[src/rtl/elevator_pkg.sv]
// Shared types and constants for the hall call scheduler.
// Latency: n/a (types, constants and one pure helper function only).
// Backpressure: n/a.
package elevator_pkg;

   // Width of the current_floor bus (floors 1..15 representable).
   localparam int FLOOR_W = 4;

   // Scheduler state encoding.
   typedef enum logic [1:0] {
      IDLE  = 2'd0,
      MOVE  = 2'd1,
      DOORS = 2'd2,
      HALT  = 2'd3
   } state_t;

   // Codes driven on the direction output.
   localparam logic [1:0] DIR_IDLE = 2'b00;
   localparam logic [1:0] DIR_UP   = 2'b01;
   localparam logic [1:0] DIR_DOWN = 2'b10;

   // Direction code for a car that is actually travelling.
   function automatic logic [1:0] dir_code(input logic up);
      return up ? DIR_UP : DIR_DOWN;
   endfunction

endpackage

[src/rtl/door_timer.sv]
// Load / reload / count-down timer with a done flag, reused for travel and door timing.
// Latency: load takes effect on the next edge; done is decoded from the count register.
// Backpressure: none; dec is ignored once the count has reached zero.
//
// Ports:
//   clk, reset : clock and synchronous active-high reset (count -> 0)
//   clear      : force the count to zero (higher priority than load)
//   load       : load RELOAD (higher priority than dec)
//   dec        : decrement by one while non-zero
//   done       : count is zero
module door_timer
   import elevator_pkg::*;
#(
   parameter int WIDTH  = 2,
   parameter int RELOAD = 3
) (
   input  logic clk,
   input  logic reset,
   input  logic clear,
   input  logic load,
   input  logic dec,
   output logic done
);

   logic [WIDTH-1:0] count;

   always_ff @(posedge clk) begin
      if (reset || clear) begin
         count <= '0;
      end else if (load) begin
         count <= WIDTH'(RELOAD);
      end else if (dec && (count != '0)) begin
         count <= count - WIDTH'(1);
      end
   end

   assign done = (count == '0);

endmodule

[src/rtl/hall_call_scheduler.sv]
// Latches hall/car calls and runs the car through SCAN travel and door phases.
// Latency: calls visible in pending the edge they are sampled; IDLE acts one edge later.
// Backpressure: none; stop freezes motion and doors while calls keep latching.
//
// Ports:
//   clk, reset          : clock and synchronous active-high reset
//   hall_call, car_call : per-floor call requests, bit i = floor i+1, level or pulse
//   hold_door           : door-open button, restarts the door timer
//   stop                : freeze request, forces HALT while high
//   current_floor       : floor the car is at, 1..NUM_FLOORS
//   direction           : 00 stopped, 01 up, 10 down (non-zero only while moving)
//   door_open           : door is open
//   arrive              : one-cycle pulse on each floor arrival
//   pending             : latched calls not yet served
module hall_call_scheduler
   import elevator_pkg::*;
#(
   parameter int NUM_FLOORS    = 9,
   parameter int TRAVEL_CYCLES = 2,
   parameter int DOOR_CYCLES   = 4
) (
   input  logic                  clk,
   input  logic                  reset,
   input  logic [NUM_FLOORS-1:0] hall_call,
   input  logic [NUM_FLOORS-1:0] car_call,
   input  logic                  hold_door,
   input  logic                  stop,
   output logic [FLOOR_W-1:0]    current_floor,
   output logic [1:0]            direction,
   output logic                  door_open,
   output logic                  arrive,
   output logic [NUM_FLOORS-1:0] pending
);

   localparam int TRAV_W = (TRAVEL_CYCLES > 1) ? $clog2(TRAVEL_CYCLES) : 1;
   localparam int DOOR_W = (DOOR_CYCLES > 1) ? $clog2(DOOR_CYCLES) : 1;

   // Thermometer masks: floors strictly above / below f, and the one-hot bit of f.
   function automatic logic [NUM_FLOORS-1:0] above_mask(input logic [FLOOR_W-1:0] f);
      logic [NUM_FLOORS-1:0] m;
      for (int i = 0; i < NUM_FLOORS; i++) m[i] = ((i + 1) > int'(f));
      return m;
   endfunction

   function automatic logic [NUM_FLOORS-1:0] below_mask(input logic [FLOOR_W-1:0] f);
      logic [NUM_FLOORS-1:0] m;
      for (int i = 0; i < NUM_FLOORS; i++) m[i] = ((i + 1) < int'(f));
      return m;
   endfunction

   function automatic logic [NUM_FLOORS-1:0] floor_bit(input logic [FLOOR_W-1:0] f);
      logic [NUM_FLOORS-1:0] m;
      for (int i = 0; i < NUM_FLOORS; i++) m[i] = ((i + 1) == int'(f));
      return m;
   endfunction

   state_t                state, state_nxt;
   logic                  dir_up, dir_up_nxt;
   logic [FLOOR_W-1:0]    floor_nxt;
   logic                  arrive_nxt;
   logic [NUM_FLOORS-1:0] clear_bits;
   logic [NUM_FLOORS-1:0] pending_nxt;

   logic travel_load, travel_dec, travel_done;
   logic door_load, door_dec, door_done;
   logic timers_clr;

   // Request and position decode.
   logic [NUM_FLOORS-1:0] calls;
   logic [NUM_FLOORS-1:0] cur_bit;
   logic                  work_up, work_dn, here_pend;
   logic                  ahead, behind;
   logic                  at_top, at_bot, can_step;
   logic [FLOOR_W-1:0]    step_floor;
   logic [NUM_FLOORS-1:0] step_bit;
   logic                  step_pend, step_ahead;
   logic                  door_reload;

   assign calls     = hall_call | car_call;
   assign cur_bit   = floor_bit(current_floor);
   assign work_up   = |(pending & above_mask(current_floor));
   assign work_dn   = |(pending & below_mask(current_floor));
   assign here_pend = |(pending & cur_bit);
   assign ahead     = dir_up ? work_up : work_dn;
   assign behind    = dir_up ? work_dn : work_up;

   assign at_top    = (current_floor == FLOOR_W'(NUM_FLOORS));
   assign at_bot    = (current_floor == FLOOR_W'(1));
   assign can_step  = dir_up ? !at_top : !at_bot;

   // Floor the car reaches on the next step, and what is waiting there / beyond it.
   assign step_floor = dir_up ? (current_floor + FLOOR_W'(1)) : (current_floor - FLOOR_W'(1));
   assign step_bit   = floor_bit(step_floor);
   assign step_pend  = |(pending & step_bit);
   assign step_ahead = |(pending & (dir_up ? above_mask(step_floor) : below_mask(step_floor)));

   // A press for the landing the door is open at keeps the door open instead of latching.
   assign door_reload = hold_door || (|(calls & cur_bit));

   always_comb begin
      state_nxt   = state;
      dir_up_nxt  = dir_up;
      floor_nxt   = current_floor;
      arrive_nxt  = 1'b0;
      clear_bits  = '0;
      travel_load = 1'b0;
      travel_dec  = 1'b0;
      door_load   = 1'b0;
      door_dec    = 1'b0;
      timers_clr  = 1'b0;

      if (stop) begin
         state_nxt  = HALT;
         timers_clr = 1'b1;
      end else begin
         case (state)
            IDLE: begin
               if (here_pend) begin
                  state_nxt  = DOORS;
                  door_load  = 1'b1;
                  clear_bits = cur_bit;
               end else if (ahead) begin
                  state_nxt   = MOVE;
                  travel_load = 1'b1;
               end else if (behind) begin
                  dir_up_nxt  = !dir_up;
                  state_nxt   = MOVE;
                  travel_load = 1'b1;
               end else if ((dir_up && at_top) || (!dir_up && at_bot)) begin
                  // Facing the end of the shaft: turn round so the next scan heads inward.
                  dir_up_nxt = !dir_up;
               end
            end

            MOVE: begin
               if (!travel_done) begin
                  travel_dec = 1'b1;
               end else if (!can_step) begin
                  state_nxt = IDLE;
               end else begin
                  floor_nxt  = step_floor;
                  arrive_nxt = 1'b1;
                  if (step_pend) begin
                     state_nxt  = DOORS;
                     door_load  = 1'b1;
                     clear_bits = step_bit;
                  end else if (step_ahead) begin
                     travel_load = 1'b1;
                  end else begin
                     state_nxt = IDLE;
                  end
               end
            end

            DOORS: begin
               if (door_reload) begin
                  door_load = 1'b1;
               end else if (door_done) begin
                  state_nxt = IDLE;
               end else begin
                  door_dec = 1'b1;
               end
            end

            HALT: begin
               state_nxt = IDLE;
            end

            default: begin
               state_nxt = IDLE;
            end
         endcase
      end
   end

   always_comb begin
      pending_nxt = pending | (calls & ~((state == DOORS) ? cur_bit : '0));
      pending_nxt = pending_nxt & ~clear_bits;
   end

   always_ff @(posedge clk) begin
      if (reset) begin
         state         <= IDLE;
         dir_up        <= 1'b1;
         current_floor <= FLOOR_W'(1);
         direction     <= DIR_IDLE;
         door_open     <= 1'b0;
         arrive        <= 1'b0;
         pending       <= '0;
      end else begin
         state         <= state_nxt;
         dir_up        <= dir_up_nxt;
         current_floor <= floor_nxt;
         direction     <= (state_nxt == MOVE) ? dir_code(dir_up_nxt) : DIR_IDLE;
         door_open     <= (state_nxt == DOORS);
         arrive        <= arrive_nxt;
         pending       <= pending_nxt;
      end
   end

   door_timer #(
      .WIDTH  (TRAV_W),
      .RELOAD (TRAVEL_CYCLES - 1)
   ) u_travel_timer (
      .clk   (clk),
      .reset (reset),
      .clear (timers_clr),
      .load  (travel_load),
      .dec   (travel_dec),
      .done  (travel_done)
   );

   door_timer #(
      .WIDTH  (DOOR_W),
      .RELOAD (DOOR_CYCLES - 1)
   ) u_door_timer (
      .clk   (clk),
      .reset (reset),
      .clear (timers_clr),
      .load  (door_load),
      .dec   (door_dec),
      .done  (door_done)
   );

endmodule

[config.mk]
export PLATFORM = sky130hd
export DESIGN_NAME = hall_call_scheduler
export DESIGN_NICKNAME = d
export VERILOG_FILES = /design/src/rtl/elevator_pkg.sv /design/src/rtl/door_timer.sv /design/src/rtl/hall_call_scheduler.sv
export SDC_FILE = /design/constraint.sdc
export NUM_CORES = 1
export LEC_CHECK = 0
export BUFFER_PORTS_ARGS = -buffer_cell sky130_fd_sc_hd__buf_2
export CAP_MARGIN = 20
export CELL_PAD_IN_SITES_DETAIL_PLACEMENT = 1
export CELL_PAD_IN_SITES_GLOBAL_PLACEMENT = 1
export CORE_MARGIN = 5
export CORE_UTILIZATION = 25
export DETAILED_ROUTE_END_ITERATION = 8
export MAX_ROUTING_LAYER = met4
export PLACE_DENSITY_LB_ADDON = 0.1
export SETUP_SLACK_MARGIN = 0.4
export SYNTH_ARGS = -nofsm -noshare
export SYNTH_HDL_FRONTEND = slang
export SYNTH_SLANG_ARGS = --single-unit
[constraint.sdc]
create_clock -name clk -period 6.6 [get_ports clk]
set_input_delay 0 -clock clk [delete_from_list [all_inputs] [get_ports clk]]
set_output_delay 0 -clock clk [all_outputs]
set_load 0.05 [all_outputs]
# Word-level counts from Yosys, hierarchy flattened

Cells that the tools add are included.

Register bits after elaboration: 23
Output and inout port bits: 17
Logic and storage cells: 173

Add/subtract/negate cells: 4
Order comparisons: 36
Equality and inequality tests: 25
Multiplexer cells: 59
Bitwise gates (word level): 16
Reductions and logical operators: 24

Operators by type and width:

| cell                  | count |
|---|---|
| $and A9 B9 Y9         | 8 |
| $mux W9               | 7 |
| $reduce_or A9 Y1      | 6 |
| $eq A4 B4 Y1 const A  | 12 |
| $mux W1               | 34 |
| $gt A3 B4 Y1 const A  | 8 |
| $lt A3 B4 Y1 const A  | 8 |
| $mux W2               | 13 |
| $not A9 Y9            | 2 |
| $or A9 B9 Y9          | 2 |
| $pmux W9 S2           | 1 |
| $eq A3 B4 Y1 const A  | 4 |
| $gt A2 B4 Y1 const A  | 4 |
| $gt A4 B4 Y1 const A  | 4 |
| $lt A2 B4 Y1 const A  | 4 |
| $lt A4 B4 Y1 const A  | 4 |
| $eq A2 B4 Y1 const A  | 2 |
| $gt A1 B4 Y1 const A  | 2 |
| $lt A1 B4 Y1 const A  | 2 |
| $pmux W2 S4           | 1 |
| $eq A2 B2 Y1 const B  | 3 |
| $reduce_bool A2 Y1    | 3 |
| $add A4 B1 Y4 const B | 1 |
| $eq A2 B1 Y1 const B  | 2 |
| 16 further kinds      | 27 |

# Longest topological paths before layout

Depth after elaboration: 15
Depth in mapped cells: 11
Gate-level depth less buffers: 9

# Cells and area by module

A second synthesis with hierarchy kept.

Cell total of the unflattened synthesis: 334
Area total of the unflattened synthesis: 2,433.6 um^2

By module, submodules not included:

| module                       | times used | cells each | area each (um^2) | seq. area each (um^2) |
|---|---|---|---|---|
| hall_call_scheduler          | 1          | 317        | 2,263.4          | 400.4 |
| door_timer at u_door_timer   | 1          | 12         | 128.9            | 40.0 |
| door_timer at u_travel_timer | 1          | 5          | 41.3             | 20.0 |

# Worst setup path after synthesis

OpenSTA, ideal clock, no wires.

Path kind: register -> register
Start point: register current_floor[1]
End point: register direction[0]
Arrival: 3.077 ns
Required time: 6.497 ns
Setup slack: 3.419 ns
Stages on the path, launching flop included: 12
Path buffers: 2
Period minus slack after synthesis: 3.181 ns
Path through: dfxtp_1 -> clkbuf_1 -> inv_1 -> ha_1 -> buf_2 -> xnor2_1 -> mux4_2 -> mux2i_1 -> mux2i_1 -> a21oi_2 -> o2111ai_1 -> a2111oi_2

Longest elaborated chain between the ends: 15
Elaborated cells on any way between the ends: 101
Classes of those cells: add/sub: 2; order compare: 36; eq/ne: 21; mux: 22; bitwise: 7; reduce/logical: 13

RTL lines:

| item                                           | RTL line                   | text |
|---|---|---|
| start: declaration                             | hall_call_scheduler.sv:28  | `output logic [FLOOR_W-1:0] current_floor,` |
| start signal: assignment                       | hall_call_scheduler.sv:193 | `current_floor <= floor_nxt;` |
| $sub A4 B1 Y4 or $add A4 B1 Y4 (tied branches) | hall_call_scheduler.sv:92  | `assign step_floor = dir_up ? (current_floor + FLOOR_W'(1)) : (current_floor - FLOOR_W'(1));` |
| $mux W4                                        | hall_call_scheduler.sv:92  |  |
| $lt A1 B4 Y1, or another cell as far along     | hall_call_scheduler.sv:47  | `for (int i = 0; i < NUM_FLOORS; i++) m[i] = ((i + 1) < int'(f));` |
| $mux W9                                        | hall_call_scheduler.sv:95  | `assign step_ahead = \|(pending & (dir_up ? above_mask(step_floor) : below_mask(step_floor)));` |
| $and A9 B9 Y9                                  | hall_call_scheduler.sv:95  |  |
| $reduce_or A9 Y1                               | hall_call_scheduler.sv:95  |  |
| $mux W2                                        | hall_call_scheduler.sv:147 | `end else if (step_ahead) begin` |
| $mux W2                                        | hall_call_scheduler.sv:143 | `if (step_pend) begin` |
| $mux W2                                        | hall_call_scheduler.sv:138 | `end else if (!can_step) begin` |
| $mux W2                                        | hall_call_scheduler.sv:136 | `if (!travel_done) begin` |
| $pmux W2 S4                                    | hall_call_scheduler.sv:116 | `case (state)` |
| $mux W2                                        | hall_call_scheduler.sv:112 | `if (stop) begin` |
| $eq A2 B1 Y1                                   | hall_call_scheduler.sv:194 | `direction <= (state_nxt == MOVE) ? dir_code(dir_up_nxt) : DIR_IDLE;` |
| $not A1 Y1 (no source line)                    | -                          |  |
| $reduce_or A2 Y1 (no source line)              | -                          |  |
| end signal: assignment                         | hall_call_scheduler.sv:194 |  |
| end: declaration                               | hall_call_scheduler.sv:29  | `output logic [1:0] direction,` |

Parallel ways exist; a longest one is shown, timed or not.
A chain may end at the register's enable or synchronous reset.

# Worst setup path after layout

Start point: register current_floor[1]
End point: register pending[5]

Longest elaborated chain between the ends: 12
Elaborated cells on any way between the ends: 42
Classes of those cells: add/sub: 2; eq/ne: 20; mux: 9; bitwise: 7; reduce/logical: 4

RTL lines:

| item                                           | RTL line                   | text |
|---|---|---|
| $sub A4 B1 Y4 or $add A4 B1 Y4 (tied branches) | hall_call_scheduler.sv:92  |  |
| $mux W4                                        | hall_call_scheduler.sv:92  |  |
| $eq A2 B4 Y1, or another cell as far along     | hall_call_scheduler.sv:53  | `for (int i = 0; i < NUM_FLOORS; i++) m[i] = ((i + 1) == int'(f));` |
| $and A9 B9 Y9                                  | hall_call_scheduler.sv:94  | `assign step_pend = \|(pending & step_bit);` |
| $reduce_or A9 Y1                               | hall_call_scheduler.sv:94  |  |
| $mux W9                                        | hall_call_scheduler.sv:143 |  |
| $mux W9                                        | hall_call_scheduler.sv:138 |  |
| $mux W9                                        | hall_call_scheduler.sv:136 |  |
| $pmux W9 S2                                    | hall_call_scheduler.sv:116 |  |
| $mux W9                                        | hall_call_scheduler.sv:112 |  |
| $not A9 Y9                                     | hall_call_scheduler.sv:178 | `pending_nxt = pending_nxt & ~clear_bits;` |
| $and A9 B9 Y9 (*)                              | hall_call_scheduler.sv:178 |  |
| end signal: assignment                         | hall_call_scheduler.sv:197 | `pending <= pending_nxt;` |
| end: declaration                               | hall_call_scheduler.sv:32  | `output logic [NUM_FLOORS-1:0] pending` |

Every way passes the cells marked *; elsewhere a longest branch is shown, timed or not.

==> impl_metrics.yaml <==
timing:
  period_share: 0.5644
  finalCriticalPeriod_ns: 3.725
  skew_ns: 0.007288
  slew_headroom: 0.3687
  fmax_mhz: 268.5
  timing.final.ws_setup_ns: 2.875
  worst_pin_slew_ns: 0.9342
  hold_slack_ns: 0.06555
  drv_slew: 0
  setup_viol: 0
  rsz0062_at_grt: "false"
  final-hold-violation-count: 0
  finalSetupTns_ns: 0
floorplan:
  die_height_microns: 105.8
  start_util: 0.2519
  coreArea_sq_um: 9109
  boundaryPins: 39
  design.die.area_sq_um: 11190
  rows: 35
  dieWidth_microns: 105.8
worst_setup_path:
  crit_type: "reg2reg"
  arrival_ns: 3.86
  cp_slowest_cell: "dfxtp_1"
  reg2reg_slack_ns: 2.88
  end_kind: "flip-flop"
  critPathLaunchType: "flip-flop"
  path_cells: "inv_1, ha_1, xnor2_1, mux4_2, mux2i_1, mux2i_1, a21oi_2, nor4_1, a31oi_1"
  crit_top_cell: "mux2i_1"
  crit_required_ns: 6.74
  crit_family: "flip-flops"
  critical_path.max_fanout: 19
  worst_path_largest_cell_delay_ns: 0.77
  crit_buf_inv: 1
cells_and_area:
  layout-drive-gt1-share: 0.1950
  fin_area_sq_um: 2577
  n_antenna_cell: 0
  fin_nets: 351
  syn_to_final_growth_pct: 12.32
  final_core_util: 0.2830
placed_design:
  place_area_sq_um: 2532
  place_ws_ns: 2.939
  io_buffer_count: 38
  gp_congestion: 0.8089
  dpl.hpwl_microns: 7152
pwr:
  p_leak_nw: 0.9573
  peakVddDrop_mv: 0.07321
  p_per_area_nw_per_um2: 175.6
clock_tree:
  cts-root-buf: "clkbuf_8"
  cts_buffers: 3
  cts_setup_buffers: 0
  clk_latency_ns: 0.27
  clock_path_buffers: 2
  path_clk_slew_ns: 0.09
  tritoncts: "built"
  ctsResizeCount: 0
  cts_hold_buffers: 0
  cts.sinks: 23
  cts_max_level: 1
synth:
  synth_area_sq_um: 2295
  ys.flop_type: "dfxtp_1"
  synth_cell_types: 76
  synth_warnings: 0
  synthArstFlopShare: 0
  synth.top_cell.area_share: 0.2007
  synth-edff-count: 0
  ys_ff_latch: 23
  ys_seq_area_frac: 0.2007
  yosysTopAreaCell: "dfxtp_1"
  synth_nets: 327
  avgSynthCellArea_sq_um: 7.649
  yosys-top-cells-area: "dfxtp_1, nor2_1, a31oi_1"
  netlist_instances: 300
drt:
  via_per_inst: 5.781
  drtIter0Drc: 133
  drt_pass1_iterations: 4
  vias: 2509
  drc_errors: 0
  antenna_left: 0
  wire_per_inst_microns: 21.41
  routed_wl_microns: 9290
grt:
  grt_antenna_before_repair: 0
  grtUsageTotal: 0.1726
  grt_pass1_vias: 2591
  grt_max_degree: 35
  grt-ovfl-total: 0
  grt_pass1_wl_microns: 14960
min_path:
  hp-class: "in2reg"
job:
  cap_violations: 0
outcome:
  status: "complete, no violations"
==> layout make-up <==
class	instances	area, sq um
clock buffer	4	45.04
fill	1140	6531
multi-input combinational	239	1660
timing repair buffer	41	212.7
sequential	23	460.4
inverter	16	60.06
tap	111	138.9
==> state kept, by name, summed over array words and instances (netlist names) <==
name and cells:
pending 9, current_floor 4, direction 2, state 2, u_door_timer.count 2, arrive 1
dir_up 1, door_open 1, u_travel_timer.count 1
==> kinds of logic after synthesis <==
family | Yosys count | share of synthesized area
AOI/OAI and AO/OA | 110 | 0.3675
xor gates and xnor gates | 8 | 0.03054
adders and majority gates | 5 | 0.02726
buffers and inverters | 38 | 0.07579
DFF | 23 | 0.2007
muxes | 8 | 0.04307
and+or+nand+nor | 108 | 0.2552
==> per-stage QoR <==
step                      instances  power (mW)
after floorplan                 300      0.3068
after global placement          430      0.3649
after detailed placement        430      0.3630
after CTS                       434      0.4593
after global routing            434      0.4840
final                           434      0.4525
==> cell usage in the layout, fill, tap and decap left out, types with 2 or more instances in the layout <==
master / instances
nor2b_1: 5
nor2_1: 37
and2_1: 2
o2111ai_1: 3
buf_2: 38
and4_1: 2
nand2_1: 16
nand3b_1: 4
buf_4: 3
or3_1: 3
nor3b_1: 3
o21ai_0: 14
nor3_1: 10
ha_1: 5
o221ai_1: 11
and3b_1: 2
nor4_1: 2
mux2i_1: 5
a22oi_1: 3
a221oi_2: 2
dfxtp_1: 23
a21oi_1: 16
nand2b_1: 6
clkbuf_8: 3
o211a_1: 2
nor4bb_1: 2
a211oi_1: 6
nand3_1: 5
o22ai_1: 3
inv_1: 14
a31oi_1: 17
a32o_1: 2
o21a_1: 5
xnor2_1: 7
==> per-layer routing <==
layer | vias up | track usage | share of wire
met3 | 9 | 0.02572 | 0.044
met1 | 1248 | 0.2337 | 0.47
met2 | 57 | 0.2746 | 0.47
met5 | - | - | 0
met4 | 0 | 0.03423 | 0.013
li1 | 1195 | - | -
==> path summary, 6_finish.rpt <==
path | start | endpoint | depth (start not counted)
hold reg to reg | current_floor[0] | current_floor[0] | 2
setup / recovery | current_floor[1] | pending[5] | 9
setup reg to reg | current_floor[1] | pending[5] | 9
hold / removal | reset | current_floor[3] | 2
==> Yosys cell counts (all sizes together) (6+ instances only) <==
| library cell | number |
|---|---|
| a211oi | 7 |
| a21oi | 17 |
| a31oi | 17 |
| buf | 13 |
| clkbuf | 9 |
| dfxtp | 23 |
| inv | 15 |
| nand2 | 16 |
| nand2b | 6 |
| nor2 | 38 |
| nor3 | 10 |
| o21a | 6 |
| o21ai | 15 |
| o221ai | 11 |
| xnor2 | 7 |
==> power breakdown <==
part | internal (mW) | switching (mW) | total [mW] | leakage, nW
combinational | 0.0650 | 0.122 | 0.187 | 0.744
sequential | 0.149 | 0.0241 | 0.174 | 0.190
clock | 0.0432 | 0.0487 | 0.0919 | 0.0228
Power figures use the tool's default switching activity.
